$ cat src/rtl/fwd_pkg.sv
// Shared definitions for the forwarding / hazard controller.
//   - forwarding-mux select encoding (fixed, 3 bits)
//   - register address width default
//   - per-stage destination tag layout {valid, wa, we, load, link}
//   - tag match helper and FSM state type
package fwd_pkg;

    localparam int REG_AW = 5;
    localparam int SEL_W  = 3;

    localparam logic [SEL_W-1:0] FWD_RF    = 3'd0;  // regfile operand
    localparam logic [SEL_W-1:0] FWD_EXMEM = 3'd1;  // EX/MEM ALU result
    localparam logic [SEL_W-1:0] FWD_MEMWB = 3'd2;  // MEM/WB write data
    localparam logic [SEL_W-1:0] FWD_LINK  = 3'd3;  // EX/MEM link value (PC+8)

    typedef struct packed {
        logic              valid;
        logic [REG_AW-1:0] wa;
        logic              we;
        logic              load;
        logic              link;
    } stage_tag_t;

    localparam stage_tag_t TAG_BUBBLE = '0;

    typedef enum logic {
        ST_RUN   = 1'b0,
        ST_STALL = 1'b1
    } state_t;

    // Register 0 is hardwired, so it never matches a producer.
    function automatic logic tag_match(input stage_tag_t t, input logic [REG_AW-1:0] r);
        return t.valid & t.we & (t.wa != '0) & (t.wa == r);
    endfunction

endpackage

$ cat src/rtl/fwd_sel_calc.sv
// Priority forwarding select for one ALU operand.
// Ports:
//   use_r    in   operand is actually read by the ID instruction
//   r        in   source register address
//   ex_tag   in   tag of instruction currently in EX
//   mem_tag  in   tag of instruction currently in MEM
//   sel      out  forwarding-mux select (FWD_* encoding)
// The newest producer wins: EX is checked before MEM.
module fwd_sel_calc
    import fwd_pkg::*;
(
    input  logic              use_r,
    input  logic [REG_AW-1:0] r,
    input  stage_tag_t        ex_tag,
    input  stage_tag_t        mem_tag,
    output logic [SEL_W-1:0]  sel
);

    logic ex_hit;
    logic mem_hit;

    assign ex_hit  = tag_match(ex_tag, r);
    assign mem_hit = tag_match(mem_tag, r);

    always_comb begin
        sel = FWD_RF;
        if (use_r) begin
            if (ex_hit && ex_tag.link) begin
                sel = FWD_LINK;
            end else if (ex_hit && !ex_tag.load) begin
                sel = FWD_EXMEM;
            end else if (mem_hit) begin
                // An EX load that matches falls through here; the load-use
                // stall covers the real case, so this only sees MEM data.
                sel = FWD_MEMWB;
            end
        end
    end

endmodule

$ cat src/rtl/fwd_hazard_ctrl.sv
// Forwarding and hazard controller for the 5-stage pipeline.
// Tracks EX/MEM/WB destination tags, registers the two EX operand-mux
// selects, and stalls IF/ID for one cycle on a load-use hazard.
// Ports:
//   clk, rst_n               clock, async active-low reset
//   id_valid                 ID holds a real instruction
//   id_rs, id_rt             ID source registers
//   id_use_rs, id_use_rt     ID instruction reads rs / rt
//   id_wa, id_we             ID destination register / write enable
//   id_load, id_link         ID instruction is a load / jal-jalr
//   flush                    redirect; kills the instruction leaving ID
//   stall                    freeze PC and IF/ID, bubble into EX
//   fwd_a_sel, fwd_b_sel     EX operand-mux selects (valid in EX cycle)
//   stall_cnt, fwd_cnt       performance counters
// Build option: FWD_PERF_EN enables the counters; otherwise they are 0.
//
// state    | meaning
// ---------+-----------------------------------------------------------
// ST_RUN   | normal issue; load-use hazard check active
// ST_STALL | one bubble inserted; held ID instruction re-evaluates
module fwd_hazard_ctrl
    import fwd_pkg::*;
(
    input  logic              clk,
    input  logic              rst_n,
    input  logic              id_valid,
    input  logic [REG_AW-1:0] id_rs,
    input  logic [REG_AW-1:0] id_rt,
    input  logic              id_use_rs,
    input  logic              id_use_rt,
    input  logic [REG_AW-1:0] id_wa,
    input  logic              id_we,
    input  logic              id_load,
    input  logic              id_link,
    input  logic              flush,
    output logic              stall,
    output logic [SEL_W-1:0]  fwd_a_sel,
    output logic [SEL_W-1:0]  fwd_b_sel,
    output logic [31:0]       stall_cnt,
    output logic [31:0]       fwd_cnt
);

    stage_tag_t       ex_tag;
    stage_tag_t       mem_tag;
    stage_tag_t       wb_tag;
    stage_tag_t       id_tag;
    state_t           state;
    state_t           state_nxt;
    logic             haz;
    logic             kill;
    logic [SEL_W-1:0] sel_a;
    logic [SEL_W-1:0] sel_b;

    // WB tag is tracked for visibility only: the regfile is write-before-read,
    // so nothing forwards from WB.
    logic unused_wb;
    assign unused_wb = ^wb_tag;

    assign id_tag = '{valid: id_valid, wa: id_wa, we: id_we, load: id_load, link: id_link};

    assign haz = id_valid & (state == ST_RUN) & ex_tag.load &
                 ((id_use_rs & tag_match(ex_tag, id_rs)) |
                  (id_use_rt & tag_match(ex_tag, id_rt)));

    assign stall = haz & ~flush;
    assign kill  = flush | stall;

    fwd_sel_calc u_sel_a (
        .use_r   (id_use_rs),
        .r       (id_rs),
        .ex_tag  (ex_tag),
        .mem_tag (mem_tag),
        .sel     (sel_a)
    );

    fwd_sel_calc u_sel_b (
        .use_r   (id_use_rt),
        .r       (id_rt),
        .ex_tag  (ex_tag),
        .mem_tag (mem_tag),
        .sel     (sel_b)
    );

    always_comb begin
        state_nxt = ST_RUN;
        case (state)
            ST_RUN:   state_nxt = stall ? ST_STALL : ST_RUN;
            ST_STALL: state_nxt = ST_RUN;
            default:  state_nxt = ST_RUN;
        endcase
    end

    always_ff @(posedge clk or negedge rst_n) begin
        if (!rst_n) begin
            state     <= ST_RUN;
            ex_tag    <= TAG_BUBBLE;
            mem_tag   <= TAG_BUBBLE;
            wb_tag    <= TAG_BUBBLE;
            fwd_a_sel <= FWD_RF;
            fwd_b_sel <= FWD_RF;
        end else begin
            state   <= state_nxt;
            mem_tag <= ex_tag;
            wb_tag  <= mem_tag;
            if (kill) begin
                ex_tag    <= TAG_BUBBLE;
                fwd_a_sel <= FWD_RF;
                fwd_b_sel <= FWD_RF;
            end else begin
                ex_tag    <= id_tag;
                fwd_a_sel <= sel_a;
                fwd_b_sel <= sel_b;
            end
        end
    end

`ifdef FWD_PERF_EN
    logic [31:0] stall_cnt_q;
    logic [31:0] fwd_cnt_q;
    logic [1:0]  fwd_inc;

    always_comb begin
        fwd_inc = 2'd0;
        if (!kill) begin
            fwd_inc = {1'b0, (sel_a != FWD_RF)} + {1'b0, (sel_b != FWD_RF)};
        end
    end

    always_ff @(posedge clk or negedge rst_n) begin
        if (!rst_n) begin
            stall_cnt_q <= '0;
            fwd_cnt_q   <= '0;
        end else begin
            stall_cnt_q <= stall_cnt_q + {31'd0, stall};
            fwd_cnt_q   <= fwd_cnt_q + {30'd0, fwd_inc};
        end
    end

    assign stall_cnt = stall_cnt_q;
    assign fwd_cnt   = fwd_cnt_q;
`else
    assign stall_cnt = '0;
    assign fwd_cnt   = '0;
`endif

endmodule

$ cat config.mk
export PLATFORM = sky130hd
export DESIGN_NAME = fwd_hazard_ctrl
export DESIGN_NICKNAME = d
export VERILOG_FILES = /design/src/rtl/fwd_pkg.sv /design/src/rtl/fwd_sel_calc.sv /design/src/rtl/fwd_hazard_ctrl.sv
export SDC_FILE = /design/constraint.sdc
export NUM_CORES = 1
export LEC_CHECK = 0
export BUFFER_PORTS_ARGS = -buffer_cell sky130_fd_sc_hd__buf_2
export CORE_MARGIN = 2
export CORE_UTILIZATION = 28
export DETAILED_ROUTE_END_ITERATION = 10
export PLACE_DENSITY = 0.58
export SLEW_MARGIN = 20
export SYNTH_ARGS = -nofsm -noshare
export SYNTH_HDL_FRONTEND = slang
export SYNTH_SLANG_ARGS = --single-unit
$ cat constraint.sdc
create_clock -name clk -period 3.23 [get_ports clk]
set_clock_uncertainty 0.2 [all_clocks]
set_input_delay 0.323 -clock clk [delete_from_list [all_inputs] [get_ports clk]]
set_output_delay 0.323 -clock clk [all_outputs]
set_load 0.01 [all_outputs]
---- Word-level counts from Yosys, hierarchy flattened ----
Index checks and enable logic that the tools add are counted.
word-level totals
  output and inout bits ................... 71
  logic and storage cells ................. 53
  register bits after elaboration ......... 23
operators by class
  bitwise logic cells ..................... 18
  multiplexer cells ....................... 13
  reductions and logical operators ........ 7
  eq/ne operators ......................... 4
operators by type and width
  operator                               count
  3-bit two-way mux                      8
  5-bit equality test                    4
  1-bit bitwise AND                      14
  5-bit nonzero test                     2
  9-bit two-way mux                      1
  1-bit logical AND                      4
  2-bit two-way mux                      2
  1-bit inverter                         2
  1-bit OR                               2
  1-bit one-hot mux with 2 select lines  1
  1-bit zero test                        1
  1-bit two-way mux                      1

---- Longest topological paths before layout ----
  word-level depth ........................ 9
  gate-level depth with buffers ........... 6
  depth with buffers taken out ............ 5

---- Hierarchy ----
From an unflattened synthesis, not the netlist that was laid out.
second synthesis, totals
  cells, all modules ...................... 196
  area, all modules ....................... 1894.3 sq um
modules (own cells, without submodules)
  module           seq. area each (sq um)  instances  cells an instance  area each (sq um)
  fwd_hazard_ctrl  625.6                   1          144                1506.4
  fwd_sel_calc     0.0                     2          26                 193.9

---- Worst setup path before layout ----
No wires, ideal clock.
  kind .................................... reg2out
  start point ............................. register, netlist name ex_tag[5]
  end point ............................... output stall
  slack ................................... 1.334 ns
  required time ........................... 2.707 ns
  stages on the path, launching flop included .. 6
  path buffers ............................ 0
  data arrival time ....................... 1.373 ns
  cell sequence ........................... dfrtp_1 > xor2_1 > nor3_2 > nand4_1 > a21boi_2 > nor2b_1
on the way
  longest elaborated chain between the ends .. 7
RTL lines
  element                               line                                          RTL
  5-bit nonzero test                    fwd_pkg.sv:33                                 return t.valid & t.we & (t.wa != '0) & (t.wa == r);
  1-bit bitwise AND (2 in series)       fwd_pkg.sv:33
  1-bit bitwise AND (on tied branches)  fwd_hazard_ctrl.sv:62, fwd_hazard_ctrl.sv:63
  1-bit OR *                            fwd_hazard_ctrl.sv:62                         ((id_use_rs & tag_match(ex_tag, id_rs)) |
  1-bit bitwise AND *                   fwd_hazard_ctrl.sv:61                         assign haz = id_valid & (state == ST_RUN) & ex_tag.load &
  1-bit bitwise AND *                   fwd_hazard_ctrl.sv:65                         assign stall = haz & ~flush;
  end, declared                         fwd_hazard_ctrl.sv:36                         output logic stall,
Mark *: on every way between the ends. The rest lies on a longest branch, timed or not.

---- Worst setup path in the final report ----
  start point ............................. register, netlist name ex_tag[5]
  end point ............................... output stall
on the way
  longest elaborated chain between the ends .. 7
RTL lines
  element                               line
  5-bit nonzero test                    fwd_pkg.sv:33
  1-bit bitwise AND (2 in series)       fwd_pkg.sv:33
  1-bit bitwise AND (on tied branches)  fwd_hazard_ctrl.sv:62, fwd_hazard_ctrl.sv:63
  1-bit OR *                            fwd_hazard_ctrl.sv:62
  1-bit bitwise AND *                   fwd_hazard_ctrl.sv:61
  1-bit bitwise AND *                   fwd_hazard_ctrl.sv:65
Marked as above.

==> qor.csv <==
stage;metric;value;unit
routing;via_count;921;
floorplan;initial_core_util;0.293;
floorplan;die_h;77.6;um
finish;multiInputGateArea;712;um^2
synthesis;avgSynthCellArea;9.78;um^2
power_and_ir_drop;p_sw;0.000159;W
synthesis;syn_inst;155;
global_routing;grt_use_total;0.0826;
setup_path;crit_arrival;1980;ps
floorplan;io_pins;95;
clock_network;hold_buffers;1;
power_and_ir_drop;p_seq_frac;0.517;
setup_path;critPathMaxFanout;13;
finish;ff_latch_area;526;um^2
hold_path;hp-start;id_wa[3];
synthesis;syn_area;1520;um^2
job;drv_cap;0;
timing;finalSetupTns;0;ps
setup_path;r2r_cells;6;
synthesis;yosys_register_bits;21;
clock_network;cts.sinks;21;
place;port_buffers;28;
global_routing;grt_pass1_vias;829;
setup_path;cp.required;2710;ps
power_and_ir_drop;ir_worst_vdd;0.121;mV
clock_network;cts_resized;0;
floorplan;die_x;77.6;um
hold_path;hp-class;primary input to flop;
power_and_ir_drop;leakagePower;0.817;nW
setup_path;r2r_slack;1390;ps
power_and_ir_drop;p_total;0.000551;W
timing;rsz0062_at_grt;false;
timing;hold_viol_final;0;
finish;areaGrowthSynthToFinish;1.24;%
clock_network;cts-root-buf;clkbuf_8;
finish;insertedDiodeCount;0;
routing;wire_per_inst;9.86;um
setup_path;rr_startpoint;ex_tag[5]$_DFF_PN0_;
setup_path;cp-end-kind;primary output;
clock_network;htreeDepth;1;
timing;setup_viol;0;
setup_path;start_kind;flop;
routing;drt-pass1-iter-count;4;
clock_network;path_clk_slew;70;ps
floorplan;die-area;6020;um^2
synthesis;seq_area_frac_synth;0.347;
synthesis;synthDistinctLibCells;27;
timing;max_clock_freq;399;MHz
power_and_ir_drop;p_per_area;359;nW/um^2
routing;vias_per_cell;3.60;
global_routing;antenna_found_initial;0;
clock_network;clk_path_buf_depth;2;
setup_path;path_class;flop to primary output;
finish;fillers;561;
synthesis;yosys_warnings;0;
routing;antenna_left;0;
floorplan;rows;26;
timing;fin_crit_sh;0.776;
routing;drc;0;
floorplan;coreArea;5170;um^2
hold_path;holdPathStages;2;
clock_network;cts_made_buffers;3;
routing;first_iter_violations;6;
timing;slew_viol_final;0;
power_and_ir_drop;internal-power;0.000391;W
global_routing;grt_pass1_wl;3.84;mm
global_routing;gr-total-overflow;0;
power_and_ir_drop;comb_power_share;0.177;
global_routing;grt_max_degree;22;
place;place_congestion;0.864;
timing;timing.hold.ws;116;ps
clock_network;cts_setup_buffers;0;
routing;wirelength;2.52;mm
power_and_ir_drop;p_clk_frac;0.306;
finish;drive_above_1_share;0.199;
setup_path;reg2reg_to;state$_DFF_PN0_;
clock_network;cts_tree;built;
clock_network;clock_latency;260;ps
hold_path;hold_path_end;ex_tag[6]$_DFF_PN0_;
place;dpl.hpwl;2.14;mm
status;status;finished clean;
finish;nets;211;
power_and_ir_drop;swShare;0.289;
timing;period_minus_slack;2510;ps
through the flow:
| stage | instance area, um^2 | utilization | worst slack, ps | instances |
|---|---|---|---|---|
| after detailed placement | 1480 | 0.286 | 999 | 251 |
| after CTS | 1540 | 0.297 | 700 | 256 |
| final | 1540 | 0.297 | 725 | 256 |
| after global routing | 1540 | 0.297 | 536 | 256 |
| after global placement | 1480 | 0.286 | 1050 | 251 |
| after floorplan | 1760 | - | 1330 | 220 |
worst max path at each step:
stage            end           startpoint  slack (ps)  cells after the start
5_1_grt        stall  ex_tag[5]$_DFF_PN0_         540                      7
3_5_place_dp   stall  ex_tag[5]$_DFF_PN0_        1000                      7
3_3_place_gp   stall             id_rs[2]        1050                      8
4_1_cts        stall  ex_tag[5]$_DFF_PN0_         700                      7
2_1_floorplan  stall  ex_tag[5]$_DFF_PN0_        1330                      5
6_report       stall  ex_tag[5]$_DFF_PN0_         720                      7
layout by cell type, fill, tap and decap left out:
cell / count
nor4_1: 4
nor3b_1: 9
a21oi_1: 1
a211oi_2: 1
o311ai_0: 2
or3_1: 1
o311a_1: 1
or2_2: 1
and3_1: 3
a21boi_2: 1
nor2_1: 4
conb_1: 66
nand3_1: 3
a211oi_1: 1
dfrtp_1: 21
inv_1: 2
buf_4: 1
nor3_2: 1
buf_2: 28
dlygate4sd3_1: 1
nand4_1: 2
nor2b_1: 3
or2_1: 1
clkbuf_1: 1
clkbuf_8: 3
xor2_1: 17
nand2_1: 3
nor4_2: 1
xnor2_1: 3
sequential cells by signal (all words and copies together) (netlist names):
signal,cells
state,1
fwd_b_sel,2
fwd_a_sel,2
mem_tag,7
ex_tag,9
power by group through the flow:
stage / registers [W] / clock network [W] / logic [W]
after floorplan: 0.000287 / 0 / 0.000126
after detailed placement: 0.000290 / 0 / 0.0000956
after global routing: 0.000286 / 0.000189 / 0.000109
final: 0.000285 / 0.000169 / 0.0000973
after CTS: 0.000285 / 0.000177 / 0.0000969
after global placement: 0.000290 / 0 / 0.0000956
cells by family after synthesis:
| family | Yosys count | share of synthesized area |
|---|---|---|
| flip-flops | 21 | 0.347 |
| XOR/XNOR | 20 | 0.116 |
| AO/OA/AOI/OAI | 7 | 0.0421 |
| buffers and inverters | 70 | 0.345 |
| AND/OR/NAND/NOR | 36 | 0.149 |
| other | 1 | 0.00247 |
final cells by class:
| class | count | area share |
|---|---|---|
| multi-input combinational | 129 | 0.464 |
| clock buffer | 4 | 0.0293 |
| inverter | 2 | 0.00489 |
| sequential | 21 | 0.342 |
| timing repair buffer | 30 | 0.103 |
| tap | 70 | 0.0570 |
worst max-delay path, stage by stage, from the launching register on:
cell and delay, ps:
dfrtp_1 440, xor2_1 190, nor3_2 240, nand4_1 190, a21boi_2 170, buf_4 200
nor2b_1 150, buf_2 140
synthesized netlist by cell type (all sizes together):
cell type	n	share of area
a21boi	1	0.0074
dlygate4sd1	1	0.0058
nor2b	3	0.012
nor3	1	0.0066
buf	67	0.33
xor2	17	0.098
xnor2	3	0.017
nor2	4	0.0099
dfrtp	21	0.35
a21oi	1	0.0033
or3	1	0.0041
o311ai	2	0.012
and3	3	0.012
nand3	3	0.0099
nand2	3	0.0074
inv	2	0.0050
a211oi	2	0.013
nor3b	9	0.045
nand4	2	0.0082
nor4	5	0.025
conb	1	0.0025
or2	2	0.0083
o311a	1	0.0066
layer usage:
metal / track usage / routed length, um / vias to the layer above
met4: 0.0429 / 44 / 0
met2: 0.143 / 1350 / 50
li1: - / - / 436
met5: 0 / 0 / -
met3: 0.0140 / 146 / 5
met1: 0.0972 / 987 / 430
(Power assumes the default switching activity.)
